## config.mk

```make
export PLATFORM = sky130hd
export DESIGN_NAME = video_dotgen_scaled
export DESIGN_NICKNAME = d
export VERILOG_FILES = /design/src/rtl/video_pkg.sv /design/src/rtl/video_blink_ctr.sv /design/src/rtl/video_dotgen_scaled.sv
export SDC_FILE = /design/constraint.sdc
export NUM_CORES = 1
export LEC_CHECK = 0
export CORE_ASPECT_RATIO = 1.25
export CORE_MARGIN = 1
export CORE_UTILIZATION = 25
export CTS_CLUSTER_SIZE = 40
export DETAILED_ROUTE_END_ITERATION = 10
export MAX_ROUTING_LAYER = met4
export SLEW_MARGIN = 20
export SYNTH_ARGS = -nofsm -noshare
export SYNTH_HDL_FRONTEND = slang
export SYNTH_SLANG_ARGS = --single-unit
```

## constraint.sdc

```tcl
create_clock -name pixel_clk_i -period 1.3 [get_ports pixel_clk_i]
set_clock_uncertainty 0.1 [all_clocks]
set_input_delay 0.195 -clock pixel_clk_i [delete_from_list [all_inputs] [get_ports pixel_clk_i]]
set_output_delay 0.195 -clock pixel_clk_i [all_outputs]
set_load 0.03 [all_outputs]
```

## src/rtl/video_pkg.sv

```systemverilog
// Shared types and helpers for the scaled dot generator.
// Holds the default geometry, the shifter state enum, and the scale clamp helper.
package video_pkg;

  localparam int CHAR_WIDTH_DEF = 8;
  localparam int SCALE_MAX_DEF  = 2;

  typedef enum logic {
    EMPTY = 1'b0,
    SHIFT = 1'b1
  } dotgen_state_e;

  // Saturate a requested replication-minus-one value to the largest legal setting.
  function automatic int unsigned clamp_scale(input int unsigned hscale,
                                              input int unsigned scale_max);
    return (hscale > scale_max - 1) ? scale_max - 1 : hscale;
  endfunction

endpackage

```

## src/rtl/video_blink_ctr.sv

```systemverilog
// Frame counter for the blink attribute; counts frame_start pulses regardless of pixel strobe.
// blink_phase is the counter MSB, so the period is 2^BLINK_DIV_W frames.
module video_blink_ctr #(
  parameter int BLINK_DIV_W = 5
) (
  input  logic clk,
  input  logic rst,
  input  logic frame_start,
  output logic blink_phase
);

  logic [BLINK_DIV_W-1:0] frame_q;

  always_ff @(posedge clk or posedge rst) begin
    if (rst) begin
      frame_q <= '0;
    end else if (frame_start) begin
      frame_q <= frame_q + BLINK_DIV_W'(1);
    end
  end

  assign blink_phase = frame_q[BLINK_DIV_W-1];

endmodule

```

## src/rtl/video_dotgen_scaled.sv

```systemverilog
// Serialises one glyph row per character cell with per-cell horizontal replication and a sticky underrun flag.
// Optional hardware blink attribute is enabled by defining VIDEO_DOTGEN_BLINK_EN.
module video_dotgen_scaled
  import video_pkg::*;
#(
  parameter  int CHAR_WIDTH  = CHAR_WIDTH_DEF,
  parameter  int SCALE_MAX   = SCALE_MAX_DEF,
  parameter  int BLINK_DIV_W = 5,
  localparam int SCALE_W     = (SCALE_MAX > 1) ? $clog2(SCALE_MAX) : 1
) (
  input  logic                  pixel_clk_i,
  input  logic                  reset_i,
  input  logic                  pixel_en_i,
  input  logic                  video_latch_i,
  input  logic [CHAR_WIDTH-1:0] pixels_i,
  input  logic                  reverse_i,
  input  logic                  blink_i,
  input  logic [SCALE_W-1:0]    hscale_i,
  input  logic                  display_en_i,
  input  logic                  frame_start_i,
  output logic                  video_o,
  output logic                  busy_o,
  output logic                  underrun_o
);

  localparam int PIX_W = $clog2(CHAR_WIDTH);
  localparam logic [PIX_W-1:0] PIX_LAST = PIX_W'(CHAR_WIDTH - 1);

  dotgen_state_e state_q, state_d;

  logic [CHAR_WIDTH-1:0] shift_q;
  logic                  reverse_q;
  logic [SCALE_W-1:0]    scale_q;
  logic [SCALE_W-1:0]    rep_q;
  logic [PIX_W-1:0]      pix_q;
  logic                  underrun_q;

  logic latch;
  logic advance;
  logic last_repeat;
  logic cell_done;
  logic glyph_bit;
  logic blank;

  assign latch       = pixel_en_i & video_latch_i;
  assign advance     = pixel_en_i & ~video_latch_i & (state_q == SHIFT);
  assign last_repeat = (rep_q == scale_q);
  assign cell_done   = last_repeat & (pix_q == PIX_LAST);

`ifdef VIDEO_DOTGEN_BLINK_EN
  logic blink_q;
  logic blink_phase;

  video_blink_ctr #(
    .BLINK_DIV_W(BLINK_DIV_W)
  ) u_blink_ctr (
    .clk        (pixel_clk_i),
    .rst        (reset_i),
    .frame_start(frame_start_i),
    .blink_phase(blink_phase)
  );

  always_ff @(posedge pixel_clk_i or posedge reset_i) begin
    if (reset_i) begin
      blink_q <= 1'b0;
    end else if (latch) begin
      blink_q <= blink_i;
    end
  end

  assign blank = blink_q & blink_phase;
`else
  logic [BLINK_DIV_W-1:0] unused_blink;
  assign unused_blink = {BLINK_DIV_W{blink_i & frame_start_i}};
  assign blank        = 1'b0;
`endif

  // State register
  always_ff @(posedge pixel_clk_i or posedge reset_i) begin
    if (reset_i) begin
      state_q <= EMPTY;
    end else begin
      state_q <= state_d;
    end
  end

  // Next state: a latch always wins, even on the exhaustion cycle.
  always_comb begin
    state_d = state_q;
    if (latch) begin
      state_d = SHIFT;
    end else if (advance && cell_done) begin
      state_d = EMPTY;
    end
  end

  // Outputs
  always_comb begin
    glyph_bit = shift_q[CHAR_WIDTH-1] & ~blank;
    busy_o    = 1'b0;
    video_o   = display_en_i & reverse_q;
    if (state_q == SHIFT) begin
      busy_o  = 1'b1;
      video_o = display_en_i & (glyph_bit ^ reverse_q);
    end
  end

  assign underrun_o = underrun_q;

  always_ff @(posedge pixel_clk_i or posedge reset_i) begin
    if (reset_i) begin
      shift_q    <= '0;
      reverse_q  <= 1'b0;
      scale_q    <= '0;
      rep_q      <= '0;
      pix_q      <= '0;
      underrun_q <= 1'b0;
    end else if (latch) begin
      shift_q   <= pixels_i;
      reverse_q <= reverse_i;
      scale_q   <= SCALE_W'(clamp_scale(32'(hscale_i), SCALE_MAX));
      rep_q     <= '0;
      pix_q     <= '0;
    end else if (advance) begin
      if (!last_repeat) begin
        rep_q <= rep_q + SCALE_W'(1);
      end else begin
        rep_q   <= '0;
        shift_q <= {shift_q[CHAR_WIDTH-2:0], 1'b0};
        if (cell_done) begin
          pix_q      <= '0;
          underrun_q <= 1'b1;
        end else begin
          pix_q <= pix_q + PIX_W'(1);
        end
      end
    end
  end

endmodule

```

# Word level (Yosys, flattened, before mapping)
# Index checks and enable logic that the tools add are counted.
[word_totals]
reg_bits = 16
[classes]
n_eq_ne = 2
bitwise = 9
reduce_logical = 6
add_sub_neg = 2
mux = 14
[ops]
columns = ["cell", "n"]
rows = [
  ["8-bit two-way mux", 3],
  ["3-bit two-way mux", 4],
  ["1-bit two-way mux", 7],
  ["1-bit AND", 6],
  ["2-bit nonzero test", 3],
  ["4-bit AND reduction", 1],
  ["3-bit by 1-bit adder with 3-bit output, second input constant", 1],
  ["3-bit == test, second input constant", 1],
  ["1-bit inverter", 2],
  ["2-bit AND reduction", 1],
  ["1-bit adder, second input constant", 1],
  ["1-bit == test", 1],
  ["1-bit logical AND", 1],
  ["1-bit bitwise XOR", 1],
]

# Logic depth before layout (Yosys ltp)
# Gate-level depths: netlist of the first run.
[logic_depth]
depth_word = 6
depth_mapped = 5

# Worst setup path before layout of the first run
# Ideal clock, no wire load.
[synth_timing]
path_type = "register to output"
startpoint = "register state_q"
endpoint = "output port video_o"
slack_ns = -0.127
t_arrival_ns = 1.132
stages_incl_launch_ff = 4
t_required_ns = 1.005
path_cell_list = "dfrtp_1 > nand2_1 > xnor2_1 > and2_1"
[synth_via]
elab_chain_cells = 1
[synth_lines]
columns = ["item", "line_no", "text"]
rows = [
  ["from (decl)", "video_dotgen_scaled.sv:29", "dotgen_state_e state_q, state_d;"],
  ["from (signal assigned)", "video_dotgen_scaled.sv:83", "state_q <= state_d;"],
  ["1-bit two-way mux", "video_dotgen_scaled.sv:102", "if (state_q == SHIFT) begin"],
  ["to (decl)", "video_dotgen_scaled.sv:21", "output logic video_o,"],
]
# Every way passes these cells.

# Worst setup path after layout of the first run
[layout_timing]
startpoint = "register scale_q"
endpoint = "register pix_q[0]"
[layout_via]
elab_chain_cells = 6
word_cells_on_any_way = 8
cone_classes = "1 x eq/ne; 4 x mux; 1 x bitwise; 2 x reduce/logical"
[layout_lines]
columns = ["item", "line_no", "text"]
rows = [
  ["from (decl)", "video_dotgen_scaled.sv:33", "logic [SCALE_W-1:0] scale_q;"],
  ["from (signal assigned)", "video_dotgen_scaled.sv:121", "scale_q <= SCALE_W'(clamp_scale(32'(hscale_i), SCALE_MAX));"],
  ["1-bit == test (*)", "video_dotgen_scaled.sv:47", "assign last_repeat = (rep_q == scale_q);"],
  ["1-bit AND", "video_dotgen_scaled.sv:48", "assign cell_done = last_repeat & (pix_q == PIX_LAST);"],
  ["3-bit two-way mux", "video_dotgen_scaled.sv:130", "if (cell_done) begin"],
  ["3-bit two-way mux", "video_dotgen_scaled.sv:125", "if (!last_repeat) begin"],
  ["3-bit two-way mux", "video_dotgen_scaled.sv:124", "end else if (advance) begin"],
  ["3-bit two-way mux", "video_dotgen_scaled.sv:118", "end else if (latch) begin"],
  ["to (signal assigned)", "video_dotgen_scaled.sv:134", "pix_q <= pix_q + PIX_W'(1);"],
  ["to (decl)", "video_dotgen_scaled.sv:35", "logic [PIX_W-1:0] pix_q;"],
]
# Mark *: on every way between the ends. The rest lies on a longest branch, timed or not. The select of a mux whose other input is x is not followed.
# A chain may end at the register's enable or synchronous reset.

==> results.sh, run 1 <==
export IMPL_outcome="finished, violations left"
export IMPL_violations="negative setup slack"
export IMPL_vias=624
export IMPL_p_clk_share_pct=23.3
export IMPL_nets=117
export IMPL_p_switching_mw=0.396
export IMPL_postCtsHoldBufs=0
export IMPL_fin_crit_ns=1.44
export IMPL_final_cell_mix="dfrtp_1, clkdlybuf4s50_1, buf_4, nor2_1, o22ai_2"
export IMPL_synth_cell_area_um2=724
export IMPL_hpwlAfterDp_um=1030
export IMPL_via_per_inst=4.80
export IMPL_setup_viol=14
export IMPL_grt_usage_pct=11.5
export IMPL_netlist_cell_type_count=20
export IMPL_finalPower_mw=1.38
export IMPL_pwr_share_seq_pct=46.2
export IMPL_report_final_slew_viol_count=0
export IMPL_drt_iter0_markers=12
export IMPL_port_buffer_count=17
export IMPL_rsz0062_at_grt="true"
export IMPL_synth_flop_cell="dfrtp_1"
export IMPL_clk_pin_slew_worst_paths_ns=0.09
export IMPL_io_pins=20
export IMPL_combPwrFrac_pct=30.5
export IMPL_num_rows=21
export IMPL_overflow=0
export IMPL_grt_start_max_net_pins=17
export IMPL_ys_seq_area_share_pct=55.3
export IMPL_clock_fmax_ghz=0.697
export IMPL_layout_setup_ws_ns=-0.135
export IMPL_synth_top_cells_by_area="dfrtp_1, o22ai_1, ha_1"
export IMPL_clockRootBuffer="clkbuf_4"
export IMPL_synthArstFlopShare_pct=100
export IMPL_finalCritPeriodShare_pct=110
export IMPL_synth_area_leader_cell="dfrtp_1"
export IMPL_cap_violations=0
export IMPL_peakVddDrop_v=0.000479
export IMPL_syn_inst=65
export IMPL_totalWireLength_um=1620
export IMPL_relSlewSlack_pct=70.1
export IMPL_synth_edf_count=0
export IMPL_worst_slew_pin_slew_ns=0.448
export IMPL_final_common_cell="dfrtp_1"
export IMPL_initial_utilization_pct=26.8
export IMPL_antenna_found_initial=0
export IMPL_drive_gt1_share_pct=42.7
export IMPL_syn_nets=85
export IMPL_final_hold_violation_count=0
export IMPL_die_h_um=62.2
export IMPL_p_per_area_nw_per_um2=1200
export IMPL_intPower_mw=0.987
export IMPL_required_ns=1.38
export IMPL_core_area_um2=2710
export IMPL_arrival_ns=1.51
export IMPL_cts_path_max_buffers=2
export IMPL_cts_buffers=3
export IMPL_clock_latency_ns=0.28
export IMPL_crit_path_start_kind="flop"
export IMPL_drtPass1Iterations=2
export IMPL_grt_pass1_vias=593
export IMPL_yosys_warnings=0
export IMPL_wl_per_cell_um=12.4
export IMPL_crit_path_end_kind="flop"
export IMPL_grt_pass1_wl_um=2640
export IMPL_hold_path_class="in -> async"
export IMPL_cts_tree="done"
export IMPL_fill_cells=254
export IMPL_die_w_um=50.1
export IMPL_synth_seq_cells=16
export IMPL_worstPathMaxFanout=8
export IMPL_area_growth_pct=59.8
export IMPL_cts_num_sinks=16
export IMPL_syn_area_per_cell_um2=11.1
export IMPL_die_area_um2=3120
export IMPL_antennaDiodeCount=0
export IMPL_htreeDepth=1
export IMPL_dp_slack_ns=-0.266
export IMPL_synth_top_area_share_pct=55.3
export IMPL_place_gp_congestion=0.689
export IMPL_post_route_drc_count=0
export IMPL_final_antenna_net_count=0
export IMPL_p_sw_share_pct=28.6
export IMPL_crit_type="reg -> reg"
export IMPL_p_leak_nw=0.505
## layer usage
metal	global-route usage [%]	vias up	part of all wire, %
li1	-	304	-
met1	16.1	301	47
met2	16.3	15	47
met3	0.735	4	3.4
met4	6.43	0	3.4
met5	-	-	0
## through the flow
stage / cell area [um2] / util (%) / cells / hold WS [ns] / TNS [ns]
after floorplan: 758 / - / 65 / 0.00867 / -0.0807
after global routing: 1160 / 42.8 / 130 / 0.125 / -1.60
after detailed placement: 988 / 36.5 / 119 / 0.358 / -3.10
after global placement: 988 / 36.5 / 119 / 0.358 / -2.89
final: 1160 / 42.8 / 130 / 0.103 / -0.819
after CTS: 1110 / 41.2 / 128 / 0.106 / -0.800
## synthesized netlist by cell type, drive strengths merged, types with 2 or more instances
| cell type | n |
|---|---|
| nand3 | 2 |
| ha | 3 |
| mux2 | 3 |
| o22ai | 8 |
| inv | 3 |
| dfrtp | 16 |
| a21oi | 7 |
| nand2 | 5 |
| nor2 | 8 |
| a21o | 2 |
| a22o | 2 |
## power by group through the flow
| stage | logic, mW | registers, mW | clock network [mW] |
|---|---|---|---|
| finish | 0.421 | 0.639 | 0.322 |
| global route | 0.464 | 0.650 | 0.350 |
| floorplan | 0.222 | 0.626 | 0 |
| detailed placement | 0.327 | 0.639 | 0 |
| global placement | 0.321 | 0.635 | 0 |
| CTS | 0.402 | 0.636 | 0.335 |
## worst max-delay path: stages (launching register included)
cell and delay, ns:
dfrtp_1 0.42, ha_4 0.31, a21o_4 0.19, nand2_4 0.07, mux2_4 0.25
## final timing paths
check	cells past startpoint	slack, ns	to	start
max	4	-0.14	pix_q[0]$_DFFE_PP0P_	scale_q$_DFFE_PP0P_
min in group pixel_clk_i	1	0.37	underrun_o$_DFFE_PP0P_	underrun_o$_DFFE_PP0P_
max reg2reg	4	-0.14	pix_q[0]$_DFFE_PP0P_	scale_q$_DFFE_PP0P_
max in group asynchronous	3	0.80	state_q$_DFFE_PP0P_	reset_i
min	3	0.10	shift_q[2]$_DFFE_PP0P_	reset_i
min reg2reg	1	0.37	underrun_o$_DFFE_PP0P_	underrun_o$_DFFE_PP0P_
## cells by family after synthesis
family          Yosys count  synth area share [%]
compound gates           21                  19.7
simple gates             17                  11.7
flops                    16                  55.3
buf+inv                   4                  2.24
mux                       3                  4.66
fa+ha+maj                 3                  5.18
xor+xnor                  1                  1.21
## repair_timing
item / in CTS / in global routing
resized for setup: 11 / 6
gates cloned: 1 / 1
pin swaps: 15 / 7
buffers inserted: 4 / 1
setup endpoints to repair: 12 / 17
## final cells by class
class / count / area [um2] / share of cell area, %
flip-flops and latches: 16 / 402 / 34.7
multi-input cells: 47 / 429 / 37.1
inverters: 3 / 11.3 / 0.973
well taps: 34 / 42.5 / 3.68
repair buffers: 26 / 236 / 20.4
clock buffers: 4 / 36.3 / 3.14
## state kept, by name (all words and copies together) (netlist names)
signal,flops
rep_q,1
scale_q,1
underrun_o,1
pix_q,3
shift_q,8
state_q,1
reverse_q,1
(Power assumes the default switching activity.)
==> run 2, diff against run 1 <==
--- a/config.mk
+++ b/config.mk
@@ -10,7 +10,9 @@
 export CORE_UTILIZATION = 25
 export CTS_CLUSTER_SIZE = 40
 export DETAILED_ROUTE_END_ITERATION = 10
+export GPL_TIMING_DRIVEN = 0
 export MAX_ROUTING_LAYER = met4
+export RECOVER_POWER = 25
 export SLEW_MARGIN = 20
 export SYNTH_ARGS = -nofsm -noshare
 export SYNTH_HDL_FRONTEND = slang
==> run 2 against run 1 <==
The flow still finishes with violations (negative setup slack). Sequential cell count did not move. Clock power is 5% higher. Combinational power increased by 9.7%. First-iteration DRC count up 50%. Setup slack worse by 0.039 ns. Clock-buffer cell count stayed put. Fmax decreased by 2.6%. Sequential power about the same. Critical endpoint unchanged. Highest routed layer unchanged.
==> results.sh, run 2 (synthesis results as in run 1) <==
export IMPL_final_antenna_net_count=0
export IMPL_cap_violations=0
export IMPL_outcome="finished, violations left"
export IMPL_htreeDepth=1
export IMPL_area_growth_pct=64.6
export IMPL_cts_buffers=3
export IMPL_fin_area_um2=1190
export IMPL_relSlewSlack_pct=58.2
export IMPL_required_ns=1.39
export IMPL_grt_pass1_wl_um=2880
export IMPL_clock_latency_ns=0.29
export IMPL_critical_path_top_delay_family="flip-flops"
export IMPL_hold_path_class="in -> async"
export IMPL_largest_reg_flops=8
export IMPL_p_leak_nw=0.531
export IMPL_clk_pin_slew_worst_paths_ns=0.10
export IMPL_via_per_inst=4.86
export IMPL_io_pins=20
export IMPL_cts_num_sinks=16
export IMPL_crit_path_start_kind="flop"
export IMPL_die_area_um2=3120
export IMPL_totalWireLength_um=1750
export IMPL_die_h_um=62.2
export IMPL_final_common_cell="dfrtp_1"
export IMPL_crit_slowest_cell="dfrtp_1"
export IMPL_vias=637
export IMPL_slowest_delay_ns=0.42
export IMPL_initial_utilization_pct=26.8
export IMPL_final_cell_mix="dfrtp_1, clkdlybuf4s50_1, nor2_1, a21oi_2, buf_4"
export IMPL_grt_start_max_net_pins=17
export IMPL_final_hold_violation_count=0
export IMPL_hpwlAfterDp_um=1030
export IMPL_die_w_um=50.1
export IMPL_rsz0062_at_grt="true"
export IMPL_layout_setup_ws_ns=-0.174
export IMPL_p_per_area_nw_per_um2=1210
export IMPL_postCtsHoldBufs=0
export IMPL_arrival_ns=1.56
export IMPL_wl_per_cell_um=13.3
export IMPL_finalCritPeriodShare_pct=113
export IMPL_largestRegisters="shift_q (8), pix_q (3)"
export IMPL_peakVddDrop_v=0.000606
export IMPL_drtPass1Iterations=4
export IMPL_cts_path_max_buffers=2
export IMPL_regMostFlops="shift_q"
export IMPL_cp_cell_sequence="ha_4 > a21o_4 > nand2_4 > mux2_4"
export IMPL_hold_ws_ns=0.302
export IMPL_violations="negative setup slack"
export IMPL_post_route_drc_count=0
export IMPL_antennaDiodeCount=0
export IMPL_finalSetupTns_ns=-1.84
export IMPL_place_gp_congestion=0.731
export IMPL_grt_usage_pct=12.6
export IMPL_grt_pass1_vias=621
export IMPL_worstPathMaxFanout=6
export IMPL_postPlaceCellArea_um2=971
export IMPL_port_buffer_count=17
export IMPL_clock_fmax_ghz=0.678
export IMPL_antenna_found_initial=0
export IMPL_drive_gt1_share_pct=44.3
export IMPL_overflow=0
export IMPL_fin_util_pct=44.1
export IMPL_clockRootBuffer="clkbuf_4"
export IMPL_nets=118
export IMPL_report_final_slew_viol_count=0
export IMPL_setup_viol=14
export IMPL_finalPower_mw=1.44
export IMPL_worst_slew_pin_slew_ns=0.626
export IMPL_drt_iter0_markers=18
export IMPL_fill_cells=250
export IMPL_crit_type="reg -> reg"
export IMPL_cts_tree="done"
export IMPL_core_area_um2=2710
export IMPL_fin_crit_ns=1.47
export IMPL_path_buf_inv=0
export IMPL_num_rows=21
export IMPL_crit_path_end_kind="flop"
==> run 2: cell count changes in the layout (fill, tap and decap cells not counted), moves of 2 or more <==
cell	before	now
a21oi_1	3	1
a21oi_2	4	6
buf_6	2	4
buf_2	0	2
buf_4	10	6
==> run 2: through the flow <==
step | cells | setup WS, ns
2_1_floorplan | 65 | -0.0442
3_3_place_gp | 116 | -0.432
3_5_place_dp | 116 | -0.450
4_1_cts | 123 | -0.170
5_1_grt | 131 | -0.236
6_report | 131 | -0.174
==> run 2: worst paths after layout <==
kind	startpoint	slack, ns	depth (start not counted)	endpoint
max	scale_q$_DFFE_PP0P_	-0.17	4	pix_q[0]$_DFFE_PP0P_
min	reset_i	0.30	2	underrun_o$_DFFE_PP0P_
max reg2reg	scale_q$_DFFE_PP0P_	-0.17	4	pix_q[0]$_DFFE_PP0P_
min reg2reg	underrun_o$_DFFE_PP0P_	0.37	1	underrun_o$_DFFE_PP0P_
max in group asynchronous	reset_i	0.36	2	state_q$_DFFE_PP0P_
min in group pixel_clk_i	underrun_o$_DFFE_PP0P_	0.37	1	underrun_o$_DFFE_PP0P_
==> run 2: cell type report <==
class,count,area (um2),share of cell area [%]
buffer,1,5.00,0.420
clock buffer,4,36.3,3.04
inverter,3,11.3,0.944
multi-input combinational,46,425,35.7
sequential,16,402,33.7
tap,34,42.5,3.57
timing repair buffer,27,270,22.7
==> run 2: power by group <==
group	switching (mW)	leakage (nW)	internal [mW]	total [mW]
combinational	0.196	0.322	0.267	0.462
sequential	0.0614	0.189	0.579	0.641
clock	0.168	0.0210	0.171	0.338
total	0.425	0.531	1.02	1.44
==> run 2: repair_timing <==
action | CTS | global route
buffers inserted | 2 | 8
setup endpoints to repair | 15 | 18
pin swaps | 10 | 8
resized for setup | 25 | 15
gates cloned | 1 | 0
==> run 2: metal layers <==
layer	wire length, um	share of wire [%]	global-route usage (%)	vias to the layer above
li1	-	-	-	308
met1	836	48	15.8	309
met2	823	47	18.7	16
met3	49	2.8	1.47	4
met4	39	2.2	8.57	0
met5	0	0	-	-
